**config.mk**
```make
export PLATFORM = sky130hd
export DESIGN_NAME = pipe_ctrl_md_flat
export DESIGN_NICKNAME = d
export VERILOG_FILES = /design/src/rtl/pipe_ctrl_md_pkg.sv /design/src/rtl/pipe_ctrl_md_if.sv /design/src/rtl/pipe_ctrl_md_flopenrc.sv /design/src/rtl/pipe_ctrl_md.sv /design/src/flat_wrapper.sv
export SDC_FILE = /design/constraint.sdc
export NUM_CORES = 1
export LEC_CHECK = 0
export CAP_MARGIN = 20
export CORE_MARGIN = 2
export CORE_UTILIZATION = 24
export CTS_CLUSTER_SIZE = 8
export DETAILED_ROUTE_END_ITERATION = 8
export SYNTH_ARGS = -nofsm -noshare
export SYNTH_HDL_FRONTEND = slang
export SYNTH_SLANG_ARGS = --single-unit
```
**constraint.sdc**
```tcl
create_clock -name clk -period 2 [get_ports clk]
set_input_delay 0.4 -clock clk [delete_from_list [all_inputs] [get_ports clk]]
set_output_delay 0.4 -clock clk [all_outputs]
set_load 0.01 [all_outputs]
```
**src/rtl/pipe_ctrl_md_pkg.sv**
```systemverilog
// Shared encodings for the pipeline controller: mult/div op codes,
// sequencer state type and a helper that sizes the latency down-counter.
package pipe_ctrl_md_pkg;

  typedef enum logic [1:0] {
    MD_NONE = 2'b00,
    MD_MUL  = 2'b01,
    MD_DIV  = 2'b10,
    MD_RSVD = 2'b11
  } mdop_t;

  typedef enum logic [1:0] {
    S_IDLE = 2'b00,
    S_BUSY = 2'b01,
    S_HOLD = 2'b10
  } state_t;

  // Counter width: clog2 of the longer latency, never narrower than one bit.
  function automatic int cnt_width(input int mul_lat, input int div_lat);
    int longest;
    int w;
    longest = (mul_lat > div_lat) ? mul_lat : div_lat;
    w = $clog2(longest);
    return (w < 1) ? 1 : w;
  endfunction

endpackage

```
**src/rtl/pipe_ctrl_md_if.sv**
```systemverilog
// Decode/execute/memory/writeback control bundle plus the mult/div handshake.
// master drives the decode-side inputs and hazard controls; slave is the
// pipeline controller.
interface pipe_ctrl_md_if #(
  parameter int CW = 16
);
  logic [CW-1:0] ctrlD;
  logic [1:0]    mdopD;
  logic          stallE;
  logic          flushE;
  logic          flushM;
  logic [CW-1:0] ctrlE;
  logic [CW-1:0] ctrlM;
  logic [CW-1:0] ctrlW;
  logic [1:0]    mdopE;
  logic          md_start;
  logic          md_done;
  logic          md_busy;
  logic          stall_req;

  modport master (
    output ctrlD, mdopD, stallE, flushE, flushM,
    input  ctrlE, ctrlM, ctrlW, mdopE, md_start, md_done, md_busy, stall_req
  );

  modport slave (
    input  ctrlD, mdopD, stallE, flushE, flushM,
    output ctrlE, ctrlM, ctrlW, mdopE, md_start, md_done, md_busy, stall_req
  );
endinterface

```
**src/rtl/pipe_ctrl_md_flopenrc.sv**
```systemverilog
// Pipeline register with enable and synchronous clear.
// Priority: rst > clr > en.
module flopenrc #(
  parameter int WIDTH = 8
) (
  input  logic             clk,
  input  logic             rst,
  input  logic             en,
  input  logic             clr,
  input  logic [WIDTH-1:0] d,
  output logic [WIDTH-1:0] q
);

  // Stage register: reset and clear both load zero, otherwise load when enabled.
  always_ff @(posedge clk) begin
    // NOTE: non-blocking assignments keep every flop sampling pre-edge values.
    if (rst) begin
      q <= '0;
    end else if (clr) begin
      q <= '0;
    end else if (en) begin
      q <= d;
    end
  end

endmodule

```
**src/rtl/pipe_ctrl_md.sv**
```systemverilog
// Execute/memory/writeback control pipeline with a multi-cycle mult/div
// sequencer. The sequencer holds the front of the pipe (stall_req) while a
// mult/div occupies execute and bubbles the memory stage meanwhile.
module pipe_ctrl_md
  import pipe_ctrl_md_pkg::*;
#(
  parameter int CW      = 16,
  parameter int MUL_LAT = 3,
  parameter int DIV_LAT = 8
) (
  input logic           clk,
  input logic           rst,
  pipe_ctrl_md_if.slave bus
);

  localparam int CNTW = cnt_width(MUL_LAT, DIV_LAT);
  // Counter preload: counts the busy cycles between the start and done cycles.
  localparam logic [CNTW-1:0] MUL_INIT = CNTW'(MUL_LAT - 2);
  localparam logic [CNTW-1:0] DIV_INIT = CNTW'(DIV_LAT - 2);

  state_t          state, state_next;
  logic [CNTW-1:0] cnt, cnt_next;
  logic            md_start, md_done, stall_req;
  logic [CW+1:0]   e_d, e_q;
  logic [CW-1:0]   ctrl_m, ctrl_w;
  mdop_t           op_e;
  logic            is_md, lat_one;
  logic [CNTW-1:0] cnt_init;

  // ---------------- stage registers ----------------
  assign e_d = {bus.mdopD, bus.ctrlD};

  flopenrc #(.WIDTH(CW + 2)) u_reg_e (
    .clk (clk),
    .rst (rst),
    .en  (!(bus.stallE || stall_req)),
    .clr (bus.flushE),
    .d   (e_d),
    .q   (e_q)
  );

  // While execute is held by the sequencer, memory receives bubbles.
  flopenrc #(.WIDTH(CW)) u_reg_m (
    .clk (clk),
    .rst (rst),
    .en  (1'b1),
    .clr (bus.flushM || stall_req),
    .d   (e_q[CW-1:0]),
    .q   (ctrl_m)
  );

  flopenrc #(.WIDTH(CW)) u_reg_w (
    .clk (clk),
    .rst (rst),
    .en  (1'b1),
    .clr (1'b0),
    .d   (ctrl_m),
    .q   (ctrl_w)
  );

  assign op_e     = mdop_t'(e_q[CW+1:CW]);
  assign is_md    = (op_e == MD_MUL) || (op_e == MD_DIV);
  assign lat_one  = (op_e == MD_MUL) ? (MUL_LAT == 1) : (DIV_LAT == 1);
  assign cnt_init = (op_e == MD_MUL) ? MUL_INIT : DIV_INIT;

  // ---------------- sequencer ----------------
  // State and latency counter register.
  always_ff @(posedge clk) begin
    if (rst) begin
      state <= S_IDLE;
      cnt   <= '0;
    end else begin
      state <= state_next;
      cnt   <= cnt_next;
    end
  end

  // Next-state and handshake outputs; HOLD keeps md_done up without restarting.
  always_comb begin
    // NOTE: every output gets a default first so no path leaves a latch.
    state_next = state;
    cnt_next   = cnt;
    md_start   = 1'b0;
    md_done    = 1'b0;
    stall_req  = 1'b0;
    case (state)
      S_IDLE: begin
        if (is_md) begin
          md_start = 1'b1;
          if (lat_one) begin
            md_done = 1'b1;
            if (bus.stallE) state_next = S_HOLD;
          end else begin
            stall_req  = 1'b1;
            cnt_next   = cnt_init;
            state_next = S_BUSY;
          end
        end
      end
      S_BUSY: begin
        if (cnt != '0) begin
          stall_req = 1'b1;
          cnt_next  = cnt - 1'b1;
        end else begin
          md_done    = !bus.flushE;
          state_next = bus.stallE ? S_HOLD : S_IDLE;
        end
        if (bus.flushE) begin
          state_next = S_IDLE;
          cnt_next   = '0;
        end
      end
      S_HOLD: begin
        md_done = !bus.flushE;
        if (!bus.stallE || bus.flushE) state_next = S_IDLE;
      end
      default: begin
        state_next = S_IDLE;
        cnt_next   = '0;
      end
    endcase
  end

  assign bus.ctrlE     = e_q[CW-1:0];
  assign bus.mdopE     = e_q[CW+1:CW];
  assign bus.ctrlM     = ctrl_m;
  assign bus.ctrlW     = ctrl_w;
  assign bus.md_start  = md_start;
  assign bus.md_done   = md_done;
  assign bus.md_busy   = (state != S_IDLE);
  assign bus.stall_req = stall_req;

endmodule

```
**src/flat_wrapper.sv**
```systemverilog
// flat-port wrapper written by rule: the top's interface ports become plain ports
module pipe_ctrl_md_flat import pipe_ctrl_md_pkg::*;
#(
  parameter int CW      = 16,
  parameter int MUL_LAT = 3,
  parameter int DIV_LAT = 8
)
  (clk, rst, bus_ctrlD, bus_mdopD, bus_stallE, bus_flushE, bus_flushM, bus_ctrlE, bus_ctrlM, bus_ctrlW, bus_mdopE, bus_md_start, bus_md_done, bus_md_busy, bus_stall_req);
  pipe_ctrl_md_if #(.CW(CW)) bus_i ();
  input logic clk;
  input logic rst;
  input wire logic [$bits(bus_i.ctrlD)-1:0] bus_ctrlD;
  input wire logic [$bits(bus_i.mdopD)-1:0] bus_mdopD;
  input wire logic [$bits(bus_i.stallE)-1:0] bus_stallE;
  input wire logic [$bits(bus_i.flushE)-1:0] bus_flushE;
  input wire logic [$bits(bus_i.flushM)-1:0] bus_flushM;
  output wire logic [$bits(bus_i.ctrlE)-1:0] bus_ctrlE;
  output wire logic [$bits(bus_i.ctrlM)-1:0] bus_ctrlM;
  output wire logic [$bits(bus_i.ctrlW)-1:0] bus_ctrlW;
  output wire logic [$bits(bus_i.mdopE)-1:0] bus_mdopE;
  output wire logic [$bits(bus_i.md_start)-1:0] bus_md_start;
  output wire logic [$bits(bus_i.md_done)-1:0] bus_md_done;
  output wire logic [$bits(bus_i.md_busy)-1:0] bus_md_busy;
  output wire logic [$bits(bus_i.stall_req)-1:0] bus_stall_req;
  assign bus_i.ctrlD = bus_ctrlD;
  assign bus_i.mdopD = bus_mdopD;
  assign bus_i.stallE = bus_stallE;
  assign bus_i.flushE = bus_flushE;
  assign bus_i.flushM = bus_flushM;
  assign bus_ctrlE = bus_i.ctrlE;
  assign bus_ctrlM = bus_i.ctrlM;
  assign bus_ctrlW = bus_i.ctrlW;
  assign bus_mdopE = bus_i.mdopE;
  assign bus_md_start = bus_i.md_start;
  assign bus_md_done = bus_i.md_done;
  assign bus_md_busy = bus_i.md_busy;
  assign bus_stall_req = bus_i.stall_req;
  pipe_ctrl_md #(.CW(CW), .MUL_LAT(MUL_LAT), .DIV_LAT(DIV_LAT)) u_core (.clk(clk), .rst(rst), .bus(bus_i));
endmodule
```
# Yosys cells after proc, flatten, opt, wreduce, memory -nomap -nowiden
# Cells that the tools add are included.
# Widths: inputs -> output; s select.
[totals]
reg_bits = 55
latchBits = 0
mem_bits_rw = 0
mem_bits_ro = 0
in_bits = 23
output_inout_bits = 54
wordCells = 45
n_memories = 0
[op_classes]
add_sub_neg = 1
multipliers = 0
n_div = 0
n_lt_le_gt_ge = 0
eq_ne = 8
n_shift = 0
n_mux = 17
n_bitwise = 1
reduce_logical = 13
[ops]
columns = ["op", "count"]
rows = [
  ["$mux 3", 4],
  ["$mux 2", 5],
  ["$pmux 3 s3", 1],
  ["$pmux 2 s3", 1],
  ["$reduce_and 3->1", 2],
  ["$eq 2x1->1 const B", 2],
  ["$eq 2x2->1 const B", 2],
  ["$logic_or 1x1->1", 4],
  ["$mux 1", 4],
  ["$ne 2x1->1 const B", 2],
  ["$pmux 1 s2", 2],
  ["$reduce_or 2->1", 2],
  ["$ne 3x2->1 const B", 1],
  ["$ne 3x3->1 const B", 1],
  ["$reduce_bool 3->1", 1],
  ["$sub 3x1->3 const B", 1],
  ["$logic_not 1->1", 2],
  ["$logic_not 2->1", 1],
  ["$reduce_bool 2->1", 1],
  ["$not 1->1", 1],
]

# Logic depth before layout (Yosys ltp)
# Gate-level depths: netlist of the first run.
[depth]
ltp_word = 6
ltp_mapped = 8
ltp_nobuf = 5

# Cells and area by module
# Synthesis of the first run repeated with hierarchy kept, for this count alone.
[unflattened]
cells_unflattened = 220
area_unflattened_um2 = 2298.5
[by_module_without_submodules]
columns = ["mod", "instances", "cells_each", "area_each_um2", "seq_area_each_um2"]
rows = [
  ["flopenrc (u_core.u_reg_m ...)", 2, 53, 581.8, 320.3],
  ["flopenrc (u_core.u_reg_e)", 1, 59, 663.1, 360.3],
  ["pipe_ctrl_md", 1, 55, 471.7, 100.1],
]

# Least setup slack after synthesis of the first run
# No wires, ideal clock.
[synth_timing]
path_type = "register -> register"
from = "reg u_core.u_reg_e.q[17]"
to = "reg u_core.u_reg_e.q[0]"
setup_time_ps = 72
arrival_time_ps = 1584
required_ps = 1928
slack_ps = 344
stages_incl_launch_ff = 8
path_buffers = 2
period_less_slack_ps = 1656
cell_sequence = "dfxtp_1 -> inv_1 -> ha_1 -> nor2b_4 -> a211oi_2 -> buf_4 -> buf_8 -> mux2i_1"
[synth_between]
elab_chain_len = 5
elab_cells_between_ends = 6
cone_classes = "2 x eq/ne; 2 x mux; 2 x reduce/logical"
[synth_rtl]
columns = ["item", "line_no", "source"]
rows = [
  ["from (decl)", "pipe_ctrl_md_flopenrc.sv:11", "output logic [WIDTH-1:0] q"],
  ["from (signal assigned)", "pipe_ctrl_md_flopenrc.sv:18", "q <= '0;"],
  ["from (signal assigned)", "pipe_ctrl_md_flopenrc.sv:20", "q <= '0;"],
  ["from (signal assigned)", "pipe_ctrl_md_flopenrc.sv:22", "q <= d;"],
  ["$eq 2x1->1 or $eq 2x2->1 (tied branches)", "pipe_ctrl_md.sv:62", "assign is_md = (op_e == MD_MUL) || (op_e == MD_DIV);"],
  ["$logic_or 1x1->1 *", "pipe_ctrl_md.sv:62", ""],
  ["$mux 1 *", "pipe_ctrl_md.sv:88", "if (is_md) begin"],
  ["$pmux 1 s2 *", "pipe_ctrl_md.sv:86", "case (state)"],
  ["$logic_or 1x1->1 *", "pipe_ctrl_md.sv:36", ".en (!(bus.stallE || stall_req)),"],
]
# Mark *: on every way between the ends. The rest lies on a longest branch, timed or not.
# A chain may end at the register's enable or synchronous reset.

# Final worst setup path of the first run
[layout_timing]
from = "reg u_core.cnt[0]"
to = "out bus_md_done"
[layout_between]
elab_chain_len = 3
[layout_rtl]
columns = ["item", "line_no", "source"]
rows = [
  ["from (decl)", "pipe_ctrl_md.sv:22", "logic [CNTW-1:0] cnt, cnt_next;"],
  ["from (signal assigned)", "pipe_ctrl_md.sv:74", "cnt <= cnt_next;"],
  ["$reduce_bool 3->1", "pipe_ctrl_md.sv:101", "if (cnt != '0) begin"],
  ["$mux 1", "pipe_ctrl_md.sv:101", ""],
  ["$pmux 1 s2", "pipe_ctrl_md.sv:86", ""],
  ["to (decl)", "flat_wrapper.sv:22", "output wire logic [$bits(bus_i.md_done)-1:0] bus_md_done;"],
]
# Every way passes these cells.

==> impl_metrics.json, run 1 <==
{
  "ctsHtreeMaxLevel": 2,
  "drt-total-wl_um": 4858,
  "die_w_um": 97.31,
  "n_fill_cell": 895,
  "fin_worst_skew_ps": 12.17,
  "clk_path_buf_depth": 2,
  "grt.total_usage": 0.1064,
  "syn_to_final_growth_pct": 51.86,
  "antenna_found_initial": 0,
  "syn_avg_cell_area_um2": 10.55,
  "maxCapViolations": 0,
  "setup.worst_path.start": "u_core.cnt[0]",
  "cp.required_ps": 1600,
  "arrival_ps": 1510,
  "p_total_mw": 2.806,
  "outcome": "finished, final reports clean",
  "fmax_mhz": 524.3,
  "grt_max_degree": 23,
  "multi_input_area_um2": 934.6,
  "fin_crit_ps": 1907,
  "ys_warn_count": 0,
  "pwr-share-seq": 0.435,
  "row_count": 34,
  "synthDistinctLibCells": 32,
  "finalMaxSlewViolations": 0,
  "place.port_buffers": 76,
  "dr_total_vias": 1600,
  "dp_hpwl_um": 3797,
  "cp_top_family": "flip-flops",
  "drc": 0,
  "min_from": "u_core.u_reg_m.q[1]",
  "wire_per_inst_um": 12.39,
  "reg2reg_from": "u_core.state[1]",
  "path_max_fanout": 3,
  "ys_ff_latch": 55,
  "postSynthCellCount": 198,
  "start_kind": "flip-flop",
  "slowest_delay_ps": 350,
  "crit_slowest_cell": "dfxtp_1",
  "grt_pass1_wl_um": 8114,
  "drt_iter0_drc": 59,
  "power_leakage_nw": 1.223,
  "p_switching_uw": 818.2,
  "regArea_mm2": 0.001107,
  "core_mm2": 0.008593,
  "nets": 313,
  "dp.cells": 384,
  "path_clk_slew_ps": 100,
  "crit_path_cell_trace": "inv_2 -> ha_4 -> and4bb_1 -> o21a_1 -> clkdlybuf4s15_1",
  "dieArea_mm2": 0.009468,
  "maxSlewHeadroom": 0.6641,
  "worstSetupPathDepth": 5,
  "grt.overflow.total": 0,
  "fin_cells": 392,
  "swShare": 0.2915,
  "cts_tree": "built",
  "gp_congestion": 0.7681,
  "clockPowerShare": 0.261,
  "syn-num-nets": 228,
  "io_pins": 77,
  "vdd_drop_max_mv": 0.4036,
  "numCtsBuffers": 5,
  "grt_pass1_vias": 1600,
  "yosysSeqAreaShare": 0.5269,
  "min_path_type": "reg -> reg",
  "worstRegToRegCells": 6,
  "post_cts_buffers": 0,
  "vias_per_cell": 4.082,
  "diodes": 0,
  "r2r_setup_slack_ps": 270,
  "start_util": 0.2432,
  "drive_above_1_share": 0.1444,
  "antenna_left": 0,
  "crit_end": "bus_md_done",
  "clock_sink_count": 55,
  "synth_area_mm2": 0.002090,
  "die_height_um": 97.31,
  "worst_slew_pin_slew_ps": 503.9,
  "crit_type": "reg -> out",
  "finalSetupViolCount": 0,
  "cell_internal_pwr_mw": 1.988,
  "worstSetupEndpointType": "primary output",
  "rsz0062_at_grt": "no",
  "hold_viol": 0,
  "tns_ps": 0,
  "clk_root_buffer_cell": "clkbuf_8",
  "reg2reg_to": "u_core.state[0]",
  "combPwrFrac": 0.304,
  "powerDensity_mw_per_mm2": 884.4,
  "finalCritPeriodShare": 0.9536,
  "hold_buffers": 0,
  "insertion_delay_ps": 300,
  "dr.pass1.iters": 5,
  "cp_num_buf_inv": 2
}
## power groups by stage
stage / logic, mW / registers, mW / clock network [mW]
after floorplan: 0.532 / 1.24 / 0
after global placement: 0.833 / 1.24 / 0
after detailed placement: 0.843 / 1.24 / 0
after CTS: 0.862 / 1.22 / 0.770
after global routing: 0.930 / 1.23 / 0.819
final: 0.853 / 1.22 / 0.731
## synth_stat cells, drive strengths merged
cell	n	share of area
nor2	1	0.0054
inv	7	0.013
o32ai	1	0.0042
o41ai	1	0.0042
xor2	1	0.0042
nand4bb	1	0.0054
nand3b	2	0.0072
and2	17	0.051
nor2b	20	0.065
mux2i	19	0.091
a211oi	1	0.0060
o21a	1	0.0036
a222oi	1	0.0048
and4bb	1	0.0060
nor3	2	0.0048
a21oi	4	0.0096
dfxtp	55	0.53
clkbuf	6	0.011
nand2	36	0.065
a21o	2	0.0084
nand2b	3	0.013
a22o	1	0.0048
o21ai	1	0.0024
buf	4	0.022
ha	7	0.042
a2111oi	3	0.022
## how the worst min path moves through the flow
stage / cells past startpoint / end / slack [ps]
6_report: 1 / u_core.u_reg_w.q[1] / 470
5_1_grt: 1 / u_core.u_reg_w.q[15] / 490
4_1_cts: 1 / u_core.u_reg_w.q[1] / 470
3_5_place_dp: 1 / u_core.u_reg_w.q[1] / 460
3_3_place_gp: 1 / u_core.u_reg_w.q[1] / 450
2_1_floorplan: 2 / u_core.state[0] / 470
## metal layers
| metal | global-route usage | share of wire | vias up |
|---|---|---|---|
| met4 | 0.04701 | 0.025 | 0 |
| li1 | - | - | 818 |
| met3 | 0.02086 | 0.040 | 8 |
| met2 | 0.1683 | 0.45 | 50 |
| met5 | 0 | 0 | - |
| met1 | 0.1411 | 0.49 | 724 |
## placed cells by master, fill, tap and decap left out, types with 2 or more instances in the layout
master,netlist,layout
nand3b_1,2,2
clkbuf_8,0,5
ha_4,0,2
dfxtp_2,0,5
a21o_2,2,2
mux2i_1,19,19
dlygate4sd2_1,0,4
nor2b_2,1,2
dfxtp_1,55,50
and2_1,17,17
nor3_1,2,2
buf_4,1,11
clkdlybuf4s50_1,0,71
ha_1,7,3
nor2b_1,18,17
a21oi_1,4,4
nand2_1,36,36
ha_2,0,2
inv_1,7,4
inv_2,0,3
nand2b_1,2,2
a2111oi_0,2,2
## flip-flops by register name, summed over array words and instances (netlist names)
| name | count |
|---|---|
| u_core.u_reg_w.q | 16 |
| u_core.state | 2 |
| u_core.u_reg_m.q | 16 |
| u_core.u_reg_e.q | 18 |
| u_core.cnt | 3 |
## cell type report
cell class	instances	area share
Inverter	7	0.008281
Tap cell	108	0.04259
Timing Repair Buffer	88	0.2705
Clock inverter	2	0.01222
Clock buffer	6	0.02287
Multi-Input combinational cell	126	0.2946
Sequential cell	55	0.3490
## cell families after synthesis
family	Yosys count	share of synthesized area
AOI/OAI and AO/OA	16	0.06947
xor gates and xnor gates	1	0.004192
adders and majority gates	7	0.04191
buffers and inverters	17	0.04491
DFF	55	0.5269
muxes	19	0.09102
and+or+nand+nor	83	0.2216
## timing repair
item                       4_1_cts  5_1_grt
gates cloned                     0        0
setup endpoints to repair        4        2
gates resized for setup         15        5
## through the flow
step / setup slack, ps / instance area (µm²) / hold slack [ps] / util
5_1_grt: 10.79 / 3173 / 487.8 / 0.3692
3_3_place_gp: -302.0 / 3028 / 453.7 / 0.3524
6_report: 92.72 / 3173 / 468.0 / 0.3692
4_1_cts: 11.83 / 3167 / 470.0 / 0.3685
2_1_floorplan: 344.4 / 2090 / 466.4 / -
3_5_place_dp: -311.8 / 3028 / 455.2 / 0.3524
No activity file was read; power rests on OpenSTA's default activity.
==> run 2, diff against run 1 <==
==> constraint.sdc (replaced) <==
create_clock -name clk -period 2 [get_ports clk]
set_input_delay 0.2 -clock clk [delete_from_list [all_inputs] [get_ports clk]]
set_output_delay 0.2 -clock clk [all_outputs]
set_load 0.01 [all_outputs]
==> run 2 against run 1 <==
Net effect: count of clock-buffer cells in the layout down 1; final area shrank 1.2%; worst setup slack got worse by 14 ps; largest cell class unchanged; highest routed layer unchanged.
==> impl_metrics.json, run 2 (synthesized netlist as in run 1, its figures left out) <==
{
  "power_leakage_nw": 1.197,
  "die_height_um": 97.31,
  "clockPowerShare": 0.221,
  "ctsHtreeMaxLevel": 2,
  "crit_end": "bus_stall_req",
  "insertion_delay_ps": 300,
  "drc": 0,
  "grt_max_degree": 33,
  "antenna_left": 0,
  "outcome": "finished, final reports clean",
  "fin_crit_ps": 1921,
  "core_mm2": 0.008593,
  "cp.required_ps": 1800,
  "maxSlewHeadroom": 0.6838,
  "vdd_drop_max_mv": 0.2705,
  "hold_viol": 0,
  "clock_sink_count": 55,
  "p_switching_uw": 795.1,
  "nets": 312,
  "powerDensity_mw_per_mm2": 843.9,
  "fin_ws_ps": 78.80,
  "worstRegToRegCells": 7,
  "tns_ps": 0,
  "p_total_mw": 2.646,
  "fin_worst_skew_ps": 4.627,
  "grt_pass1_wl_um": 7997,
  "largest-register": "u_core.u_reg_e.q",
  "grt.total_usage": 0.1049,
  "final_common_cell": "clkdlybuf4s50_1",
  "dp_hpwl_um": 3731,
  "dieArea_mm2": 0.009468,
  "largest_register_ffs": 18,
  "crit_path_cell_trace": "inv_2 -> ha_2 -> buf_4 -> a21o_2 -> clkdlybuf4s50_1",
  "wire_per_inst_um": 12.35,
  "final_cell_mix": "clkdlybuf4s50_1, dfxtp_1, nand2_1, mux2i_1, nor2b_1",
  "start_kind": "flip-flop",
  "finalCritPeriodShare": 0.9606,
  "grt_pass1_vias": 1596,
  "clk_root_buffer_cell": "clkbuf_8",
  "cell_internal_pwr_mw": 1.851,
  "met3_length_um": 189,
  "crit_slowest_cell": "clkdlybuf4s50_1",
  "combPwrFrac": 0.320,
  "wl_met2_um": 2196,
  "min_path_type": "in -> reg",
  "setup.worst_path.start": "u_core.state[1]",
  "numCtsBuffers": 5,
  "drive_above_1_share": 0.1241,
  "dr_total_vias": 1564,
  "worstSetupEndpointType": "primary output",
  "place.port_buffers": 76,
  "path_clk_slew_ps": 90,
  "drt-total-wl_um": 4818,
  "clk_path_buf_depth": 2,
  "finalSetupViolCount": 0,
  "drt_iter0_drc": 51,
  "reg2reg_to": "u_core.u_reg_e.q[9]",
  "hold_path_depth": 3,
  "maxCapViolations": 0,
  "r2r_setup_slack_ps": 260,
  "path_max_fanout": 6,
  "start_util": 0.2432,
  "vias_per_cell": 4.010,
  "wl_met1_um": 2317,
  "grt.overflow.total": 0,
  "dr.pass1.iters": 4,
  "rsz0062_at_grt": "no",
  "crit_type": "reg -> out",
  "finalMaxSlewViolations": 0,
  "top_layer": "met4",
  "antenna_found_initial": 0,
  "dp_slack_ps": 111.9,
  "arrival_ps": 1720,
  "row_count": 34,
  "swShare": 0.3005,
  "slowest_delay_ps": 470,
  "final_core_util": 0.3649,
  "cts_tree": "built",
  "diodes": 0,
  "pwr-share-seq": 0.460,
  "syn_to_final_growth_pct": 50.06,
  "reg.largest.list": "u_core.u_reg_e.q x18, u_core.u_reg_m.q x16, u_core.u_reg_w.q x16",
  "die_w_um": 97.31,
  "fmax_mhz": 520.5,
  "hold_buffers": 0,
  "io_pins": 77,
  "worst_slew_pin_slew_ps": 474.3,
  "reg2reg_from": "u_core.state[0]",
  "gp_congestion": 0.7672
}
-- run 2: cell count changes in the layout (fill, tap and decap cells not counted), sizes merged --
cell,previous run,this run
clkdlybuf4s50,71,75
dlygate4sd2,4,1
clkinv,0,2
buf,12,11
bufinv,1,0
clkbuf,6,5
clkdlybuf4s15,1,0
inv,8,7
-- run 2: worst min path at each step --
stage / slack (ps) / startpoint / endpoint
finish: 450 / bus_ctrlD[6] / u_core.u_reg_e.q[6]
global route: 450 / bus_ctrlD[13] / u_core.u_reg_e.q[13]
CTS: 430 / bus_ctrlD[5] / u_core.u_reg_e.q[5]
detailed placement: 460 / u_core.u_reg_m.q[15] / u_core.u_reg_w.q[15]
global placement: 450 / u_core.u_reg_e.q[13] / u_core.u_reg_e.q[13]
floorplan: 340 / bus_ctrlD[0] / u_core.u_reg_e.q[0]
-- run 2: power groups by stage --
stage	combinational [mW]	clock [mW]	sequential (mW)
after floorplan	0.532	0	1.24
after global placement	0.822	0	1.24
after detailed placement	0.827	0	1.24
after CTS	0.854	0.617	1.22
after global routing	0.913	0.664	1.23
final	0.846	0.583	1.22
-- run 2: timing repair --
action                                 in CTS  in global routing
endpoints found under the hold margin       0                  0
gates resized for setup                     7                  3
setup buffers                               3                  0
pin swaps                                   1                  0
setup endpoints to repair                   3                  1
-- run 2: layer usage --
| metal | up-vias | GRT usage |
|---|---|---|
| li1 | 807 | - |
| met3 | 7 | 0.01511 |
| met5 | - | 0 |
| met4 | 0 | 0.05342 |
| met2 | 39 | 0.1699 |
| met1 | 711 | 0.1364 |
-- run 2: metrics by stage --
stage | cell area (µm²) | instances | hold WS [ps]
floorplan | 2090 | 198 | 342.1
global placement | 3010 | 380 | 453.2
detailed placement | 3010 | 380 | 455.0
CTS | 3132 | 390 | 434.4
global route | 3136 | 390 | 453.4
finish | 3136 | 390 | 447.0
-- run 2: cell type report --
| cell class | instances | area, µm² |
|---|---|---|
| fillers | 862 | 5458 |
| clock buffers | 5 | 68.82 |
| multi-input cells | 126 | 919.6 |
| well taps | 108 | 135.1 |
| flip-flops and latches | 55 | 1105 |
| clock inverters | 2 | 13.76 |
| repair buffers | 87 | 867.1 |
| inverters | 7 | 26.28 |
-- run 2: critical path: cells and delay by family, from the launching register on --
family / cells / cell delay [ps]
buffers and inverters: 3 / 710
flip-flops: 1 / 350
AO/OA/AOI/OAI: 1 / 180
adder cells (fa/ha/maj): 1 / 180
==> run 3, diff against run 2 <==
- CTS_CLUSTER_SIZE: 8 -> not set
==> results of run 3 <==
Same layout as run 2: the final DEF is identical, and so are final timing and power.
